### src/rtl/srio_lane_sync.sv
// RapidIO per-lane sync monitor: comma acquisition, error tolerance, loss of sync.
// Define SRIO_LANE_SYNC_STATS_EN to add sync_loss_cnt and comma_seen.
//
// state    | meaning
// NO_SYNC  | acquiring: counting valid K28.5 commas
// SYNC     | lane synchronised, error level 0
// SYNC_ERR | synchronised with error level 1..ERR_MAX-1, tracking clean characters
module srio_lane_sync #(
   parameter int COMMA_THRESH = 127,
   parameter int GOOD_THRESH  = 256,
   parameter int ERR_MAX      = 3
) (
   input  logic        clk,
   input  logic        rst,
   input  logic        rx_valid,
   input  logic [15:0] rx_data,
   input  logic [1:0]  rx_charisk,
   input  logic [1:0]  rx_disperr,
   input  logic [1:0]  rx_notintable,
   input  logic        err_clr,
   output logic        lane_sync,
   output logic        sync_lost,
   output logic [2:0]  err_level,
   output logic [15:0] err_cnt
`ifdef SRIO_LANE_SYNC_STATS_EN
   ,
   output logic [7:0]  sync_loss_cnt,
   output logic        comma_seen
`endif
);

   typedef enum logic [1:0] {
      NO_SYNC  = 2'd0,
      SYNC     = 2'd1,
      SYNC_ERR = 2'd2
   } state_t;

   localparam logic [8:0]  COMMA_T = 9'(COMMA_THRESH);
   localparam logic [10:0] GOOD_T  = 11'(GOOD_THRESH);
   localparam logic [3:0]  EMAX_W  = 4'(ERR_MAX);
   localparam logic [2:0]  EMAX    = 3'(ERR_MAX);

   state_t      state;
   logic [8:0]  comma_cnt;
   logic [10:0] good_cnt;

   logic        inv0, inv1, com0, com1;
   logic [1:0]  n_inv, n_com;
   logic [8:0]  comma_sum;
   logic        comma_hit;
   logic [10:0] good_sum;
   logic        good_hit;
   logic [2:0]  lvl_base;
   logic [3:0]  lvl_sum;
   logic [2:0]  lvl_new;
   logic        lvl_lose;
   logic        lose_evt;
   logic [16:0] err_sum;

   always_comb begin
      inv0      = rx_disperr[0] | rx_notintable[0];
      inv1      = rx_disperr[1] | rx_notintable[1];
      com0      = rx_charisk[0] & (rx_data[7:0] == 8'hBC) & ~inv0;
      com1      = rx_charisk[1] & (rx_data[15:8] == 8'hBC) & ~inv1;
      n_inv     = {1'b0, inv0} + {1'b0, inv1};
      n_com     = {1'b0, com0} + {1'b0, com1};
      comma_sum = comma_cnt + {7'd0, n_com};
      comma_hit = (comma_sum >= COMMA_T);
      good_sum  = good_cnt + 11'd2;
      good_hit  = (good_sum >= GOOD_T);
      // From SYNC the new level starts at zero, so the same adder yields min(n_inv, ERR_MAX)
      lvl_base  = (state == SYNC_ERR) ? err_level : 3'd0;
      lvl_sum   = {1'b0, lvl_base} + {2'b00, n_inv};
      lvl_lose  = (lvl_sum >= EMAX_W);
      lvl_new   = lvl_lose ? EMAX : lvl_sum[2:0];
      lose_evt  = rx_valid & (state != NO_SYNC) & (n_inv != 2'd0) & lvl_lose;
      err_sum   = {1'b0, err_cnt} + {15'd0, n_inv};
   end

   always_ff @(posedge clk or posedge rst) begin
      if (rst) begin
         state     <= NO_SYNC;
         comma_cnt <= '0;
         good_cnt  <= '0;
         err_level <= '0;
         lane_sync <= 1'b0;
         sync_lost <= 1'b0;
      end else begin
         sync_lost <= 1'b0;
         if (rx_valid) begin
            case (state)
               NO_SYNC: begin
                  if (n_inv != 2'd0) begin
                     comma_cnt <= '0;
                  end else if (comma_hit) begin
                     state     <= SYNC;
                     comma_cnt <= '0;
                     lane_sync <= 1'b1;
                  end else begin
                     comma_cnt <= comma_sum;
                  end
               end
               SYNC, SYNC_ERR: begin
                  if (n_inv != 2'd0) begin
                     good_cnt <= '0;
                     if (lvl_lose) begin
                        state     <= NO_SYNC;
                        err_level <= '0;
                        comma_cnt <= '0;
                        lane_sync <= 1'b0;
                        sync_lost <= 1'b1;
                     end else begin
                        state     <= SYNC_ERR;
                        err_level <= lvl_new;
                     end
                  end else if (state == SYNC_ERR) begin
                     if (good_hit) begin
                        good_cnt  <= '0;
                        err_level <= err_level - 3'd1;
                        if (err_level == 3'd1)
                           state <= SYNC;
                     end else begin
                        good_cnt <= good_sum;
                     end
                  end
               end
               default: begin
                  state     <= NO_SYNC;
                  lane_sync <= 1'b0;
               end
            endcase
         end
      end
   end

   always_ff @(posedge clk or posedge rst) begin
      if (rst)
         err_cnt <= '0;
      else if (err_clr)
         err_cnt <= '0;
      else if (rx_valid)
         err_cnt <= err_sum[16] ? 16'hFFFF : err_sum[15:0];
   end

`ifdef SRIO_LANE_SYNC_STATS_EN
   always_ff @(posedge clk or posedge rst) begin
      if (rst) begin
         sync_loss_cnt <= '0;
         comma_seen    <= 1'b0;
      end else if (err_clr) begin
         sync_loss_cnt <= '0;
         comma_seen    <= 1'b0;
      end else begin
         if (lose_evt && (sync_loss_cnt != 8'hFF))
            sync_loss_cnt <= sync_loss_cnt + 8'd1;
         if (rx_valid && (com0 || com1))
            comma_seen <= 1'b1;
      end
   end
`else
   logic unused_lose;
   assign unused_lose = lose_evt;
`endif

endmodule

### config.mk
export PLATFORM = sky130hd
export DESIGN_NAME = srio_lane_sync
export DESIGN_NICKNAME = d
export VERILOG_FILES = /design/src/rtl/srio_lane_sync.sv
export SDC_FILE = /design/constraint.sdc
export NUM_CORES = 1
export LEC_CHECK = 0
export BUFFER_PORTS_ARGS = -buffer_cell sky130_fd_sc_hd__buf_2
export CAP_MARGIN = 15
export CORE_ASPECT_RATIO = 1.75
export CORE_MARGIN = 4
export CORE_UTILIZATION = 25
export DETAILED_ROUTE_END_ITERATION = 12
export GPL_ROUTABILITY_DRIVEN = 0
export GPL_TIMING_DRIVEN = 0
export PLACE_DENSITY = 0.52
export SLEW_MARGIN = 20
export SYNTH_ARGS = -nofsm -noshare
export SYNTH_HDL_FRONTEND = slang
export SYNTH_SLANG_ARGS = --single-unit
### constraint.sdc
create_clock -name clk -period 5.47 [get_ports clk]
set_clock_uncertainty 0.2 [all_clocks]
set_input_delay 0.2735 -clock clk [delete_from_list [all_inputs] [get_ports clk]]
set_output_delay 0.2735 -clock clk [all_outputs]
set_load 0.03 [all_outputs]
==> run_results.csv, run 1 <==
group,metric,value,unit
place,placed_area,3120,um^2
floorplanning,die-area,12600,um^2
place,post-place-ws,1950,ps
floorplanning,core_area,10600,um^2
layout,nFillCells,1134,
route,post-route-drc-count,0,
synth,synth_cell_types,59,
route,drt_iter0_drc,89,
power_and_ir_drop,vdd_drop_max,0.152,mV
global_route,grt_pass1_wl,11.6,mm
cts,cts-root-buf,"clkbuf_16",
sta,finalHoldViolCount,0,
layout,final_cell_mix,"47 x buf_2, 42 x dfrtp_1, 30 x nor2_1",
layout,final_common_cell,"buf_2",
layout,multi_input_area,1530,um^2
global_route,grt_start_max_net_pins,31,
layout,ff_latch_area,1050,um^2
sta,finalCritPeriodShare,0.616,
global_route,grt_use_total,0.114,
worst_hold_path,hold_depth,2,
cts,cts_made_buffers,5,
synth,synthFlopType,"dfrtp_1",
cts,insertion_delay,280,ps
setup_path,startpoint_type,"flip-flop",
synth,yosysSeqAreaShare,0.389,
synth,synth_warnings,0,
route,first_pass_iters,4,
setup_path,worst_r2r_path_depth,12,
setup_path,arrival,3290,ps
sta,tightest_slew,967,ps
sta,rsz0062_at_grt,"false",
sta,clock.fmax,297,MHz
cts,clock-sinks,42,
sta,slew_viol_final,0,
floorplanning,rows,50,
synth,ys_ff_latch,42,
power_and_ir_drop,power.leakage,0.00152,uW
sta,setup_violations,0,
cts,post_cts_resized,0,
place,io_buffers,46,
sta,layout_setup_ws,2100,ps
floorplanning,die_h,146,um
route,vias,2476,
synth,syn-cell-area,2700,um^2
route,avgRoutedWirePerCell,14.7,um
layout,layoutNonFillerInstCount,486,
place,dp.cells,478,
place,dp_hpwl,5.58,mm
route,routed_via_density,5.09,
layout,fin_util,0.306,
cts,holdBufCountCts,1,
synth,synth_edf_count,0,
global_route,antenna_found_initial,0,
cts,cts_tree,"done",
sta,min_period,3370,ps
setup_path,path_max_fanout,9,
floorplanning,num_io_pins,47,
route,drt-total-wl,7.16,mm
layout,n_antenna_cell,0,
layout,finish.instance_area,3260,um^2
setup_path,end_kind,"flip-flop",
sta,maxSlewHeadroom,0.350,
synth,synth-async-reset-ratio,1.00,
status,status,"complete, no violations",
layout,drive_gt1_frac,0.211,
worst_hold_path,hold_class,"input pin to flip-flop",
layout,layout-area-overhead-vs-synth,20.5,%
cts,postCtsSetupRepairBufs,0,
synth,synth_nets,343,
route,postRouteAntennaNets,0,
cts,cts_buffer_depth,2,
cts,clkTransAtPathRegs,60,ps
power_and_ir_drop,power_density,282,nW/um^2
global_route,grt_pass1_vias,2425,
synth,syn_avg_cell_area,8.98,um^2
floorplanning,die-width,86.6,um
layout,nets,398,
global_route,gr-total-overflow,0,
setup_path,path_class,"flip-flop to flip-flop",
synth,synth_cells,301,
cts,cts_max_level,2,
floorplanning,start_util,0.254,
setup_path,required,5390,ps
run,cap_violations,0,
sta,fin_setup_tns,0,ps
## critical path: stages (launching register included)
cell     delay [ps]
dfrtp_1         380
inv_1           120
ha_1            230
inv_1           100
nor2_1          100
ha_1            180
inv_1            60
fa_1            460
nor2b_1         120
a21oi_1         120
o21a_1          240
nor3_1          740
a31oi_1         180
## worst paths after layout
path	from	endpoint	slack [ps]
max	state[0]	comma_cnt[2]	2100
min	err_clr	err_cnt[13]	70
max reg2reg	state[0]	comma_cnt[2]	2100
min reg2reg	lane_sync	lane_sync	320
max in group asynchronous	rst	err_level[1]	4320
min in group asynchronous	rst	err_cnt[11]	290
## sequential cells by signal, indices dropped and copies added, names as in the netlist
register   flops
comma_cnt      9
err_cnt       16
err_level      3
good_cnt      10
lane_sync      1
state          2
sync_lost      1
## per-stage QoR
| stage | power, uW | hold WS [ps] |
|---|---|---|
| after global routing | 978 | 79.7 |
| after floorplan | 557 | 140 |
| final | 918 | 72.9 |
| after CTS | 934 | 58.9 |
| after detailed placement | 643 | 42.9 |
| after global placement | 638 | 307 |
## logic make-up after synthesis
logic type	count (synthesis)	share of synthesized area
XOR/XNOR	3	0.00972
multiplexers	5	0.0199
adder cells (fa/ha/maj)	16	0.0824
AO/OA/AOI/OAI	79	0.198
AND/OR/NAND/NOR	127	0.256
flip-flops	42	0.389
buffers and inverters	29	0.0449
## layer usage
metal	wire [um]	track usage
met4	167	0.0476
met1	2650	0.113
met2	3950	0.219
met5	0	0
met3	399	0.0244
## report_power, final
group	switching [uW]	total, uW	internal (uW)
Clock	114	281	167
Combinational	182	288	107
Sequential	19.4	348	329
Total	315	918	602
## cell type report
class	count	share of cell area
Buffer	6	0.0107
Clock buffer	7	0.0407
Inverter	23	0.0265
Multi-Input combinational cell	230	0.470
Sequential cell	42	0.322
Tap cell	130	0.0499
Timing Repair Buffer	48	0.0798
## cell usage after synthesis, types with 2 or more instances
cell / instances / share of area
nor4_1: 3 / 0.0069
nand4_1: 7 / 0.016
nand4b_1: 2 / 0.0065
or3_4: 2 / 0.0083
nor2b_1: 5 / 0.012
a31oi_1: 11 / 0.025
dfrtp_1: 42 / 0.39
inv_1: 23 / 0.032
xor2_1: 3 / 0.0097
or3_1: 5 / 0.012
ha_1: 13 / 0.060
and3_1: 4 / 0.0093
a22o_1: 4 / 0.013
a211oi_1: 3 / 0.0083
mux2i_1: 2 / 0.0074
a311oi_1: 4 / 0.013
o21ai_0: 21 / 0.039
mux2_2: 3 / 0.012
and4_4: 2 / 0.0083
and2_1: 4 / 0.0093
o21bai_1: 3 / 0.0083
nand3b_1: 2 / 0.0056
nor3_1: 11 / 0.020
nand2_1: 25 / 0.035
nand3_1: 12 / 0.022
fa_1: 3 / 0.022
a21o_1: 5 / 0.014
o21ai_1: 2 / 0.0037
a21oi_1: 10 / 0.019
nor2_1: 30 / 0.042
nand2b_1: 2 / 0.0046
clkbuf_1: 3 / 0.0042
and4_2: 2 / 0.0074
o21a_1: 3 / 0.0083
No activity file was read; power rests on OpenSTA's default activity.
==> run 2: changes to the inputs <==
==> constraint.sdc (replaced) <==
create_clock -name clk -period 3.3 [get_ports clk]
set_clock_uncertainty 0.2 [all_clocks]
set_input_delay 0.165 -clock clk [delete_from_list [all_inputs] [get_ports clk]]
set_output_delay 0.165 -clock clk [all_outputs]
set_load 0.03 [all_outputs]
==> run_results.csv, run 2 (same netlist as run 1, synthesis figures left out) <==
group,metric,value,unit
status,status,"complete, no violations",
cts,cts_tree,"done",
setup_path,crit_path_cell_trace,"buf_2, nor2_1, nand3b_1, nor4_1, fa_1, ha_1, nand3_1, or3_4, a211oi_4, o21ai_1, a211oi_1, o22ai_1",
layout,ff_latch_area,1050,um^2
setup_path,required,3250,ps
sta,slew_viol_final,0,
layout,largest_register,"err_cnt",
global_route,grt_use_total,0.114,
global_route,antenna_found_initial,0,
setup_path,critPathMaxStageDelay,390,ps
sta,rsz0062_at_grt,"false",
route,drt_iter0_drc,108,
worst_hold_path,hold_class,"input pin to async pin",
setup_path,arrival,3030,ps
layout,multi_input_area,1550,um^2
layout,largest_reg_flops,16,
route,avgRoutedWirePerCell,14.7,um
power_and_ir_drop,power_density,466,nW/um^2
cts,cts_made_buffers,5,
layout,layout-area-overhead-vs-synth,21.6,%
sta,finalCritPeriodShare,0.931,
global_route,grt_pass1_wl,11.6,mm
cts,clkTransAtPathRegs,60,ps
sta,maxSlewHeadroom,0.618,
sta,clock.fmax,325,MHz
sta,tightest_slew,573,ps
place,io_buffers,46,
cts,clock-sinks,42,
cts,cts_max_level,2,
layout,top_regs,"err_cnt (16), good_cnt (10), comma_cnt (9)",
setup_path,end_kind,"flip-flop",
route,routed_via_density,5.07,
sta,min_period,3070,ps
floorplanning,die-width,86.6,um
route,vias,2467,
cts,postCtsSetupRepairBufs,0,
place,post-place-ws,-135,ps
sta,layout_setup_ws,227,ps
setup_path,startpoint_type,"input pin",
floorplanning,num_io_pins,47,
power_and_ir_drop,power.leakage,0.00152,uW
global_route,grt_pass1_vias,2425,
power_and_ir_drop,power.share.clock,0.304,
sta,finalHoldViolCount,0,
floorplanning,die_h,146,um
layout,final_cell_mix,"47 x buf_2, 42 x dfrtp_1, 30 x nor2_1",
route,drt-total-wl,7.17,mm
layout,nets,399,
power_and_ir_drop,p_switching,529,uW
run,cap_violations,0,
global_route,gr-total-overflow,0,
route,first_pass_iters,4,
power_and_ir_drop,sw_frac_of_total,0.345,
setup_path,path_max_fanout,5,
cts,insertion_delay,280,ps
floorplanning,rows,50,
floorplanning,start_util,0.254,
setup_path,path_class,"input pin to flip-flop",
global_route,grt_start_max_net_pins,31,
layout,drive_gt1_frac,0.216,
power_and_ir_drop,power_frac_comb,0.319,
route,postRouteAntennaNets,0,
floorplanning,die-area,12600,um^2
power_and_ir_drop,seq_power_share,0.377,
layout,n_antenna_cell,0,
power_and_ir_drop,power,1530,uW
sta,setup_violations,0,
power_and_ir_drop,power.internal,1000,uW
layout,nFillCells,1133,
power_and_ir_drop,vdd_drop_max,0.252,mV
cts,cts-root-buf,"clkbuf_16",
sta,fin_setup_tns,0,ps
setup_path,slowest_stage,"nor4_1",
floorplanning,core_area,10600,um^2
cts,cts_buffer_depth,2,
sta,timing.hold.ws,177,ps
layout,final_common_cell,"buf_2",
place,dp_hpwl,5.58,mm
route,post-route-drc-count,0,
==> run 2: path summary, 6_finish.rpt <==
| check | startpoint | end | slack [ps] | depth (start not counted) |
|---|---|---|---|---|
| setup / recovery | rx_notintable[1] | state[0] | 230 | 12 |
| hold / removal | rst | err_cnt[11] | 180 | 3 |
| setup reg to reg | state[0] | comma_cnt[2] | 260 | 12 |
| hold reg to reg | lane_sync | lane_sync | 330 | 1 |
| max in group asynchronous | rst | err_level[1] | 2260 | 4 |
| min in group clk | rx_valid | state[0] | 180 | 5 |
==> run 2: cell type report <==
type | instances | share of cell area
multi-input combinational | 230 | 0.471
inverter | 23 | 0.0263
clock buffer | 7 | 0.0404
sequential | 42 | 0.320
timing repair buffer | 49 | 0.0822
buffer | 6 | 0.0107
tap | 130 | 0.0495
==> run 2: power groups by stage <==
stage          combinational [uW]  clock [uW]  sequential (uW)
2_1_floorplan                 303           0              619
3_3_place_gp                  471           0              586
3_5_place_dp                  481           0              586
5_1_grt                       548         503              582
6_report                      488         466              577
4_1_cts                       489         487              577
==> run 2: metrics by stage <==
| step | util | instance area (um^2) | instances |
|---|---|---|---|
| 2_1_floorplan | - | 2700 | 301 |
| 3_3_place_gp | 0.291 | 3100 | 477 |
| 3_5_place_dp | 0.293 | 3120 | 478 |
| 4_1_cts | 0.308 | 3270 | 487 |
| 5_1_grt | 0.309 | 3290 | 487 |
| 6_report | 0.309 | 3290 | 487 |
==> run 2: critical path, delay by kind of cell <==
| family | cells | cell delay [ps] |
|---|---|---|
| adders and majority gates | 2 | 590 |
| buffers and inverters | 1 | 90 |
| and+or+nand+nor | 5 | 1290 |
| AOI/OAI and AO/OA | 4 | 880 |
==> run 2: repair_timing <==
action | in CTS | in global routing
cloned | 0 | 0
hold buffers | 2 | 0
resized for setup | 1 | 2
setup endpoints to repair | 9 | 6
hold endpoints to repair | 44 | 0
==> run 2: routing by layer <==
layer,part of all wire,global-route usage
met1,0.37,0.113
met2,0.55,0.219
met3,0.053,0.0238
met4,0.023,0.0476
met5,0,0
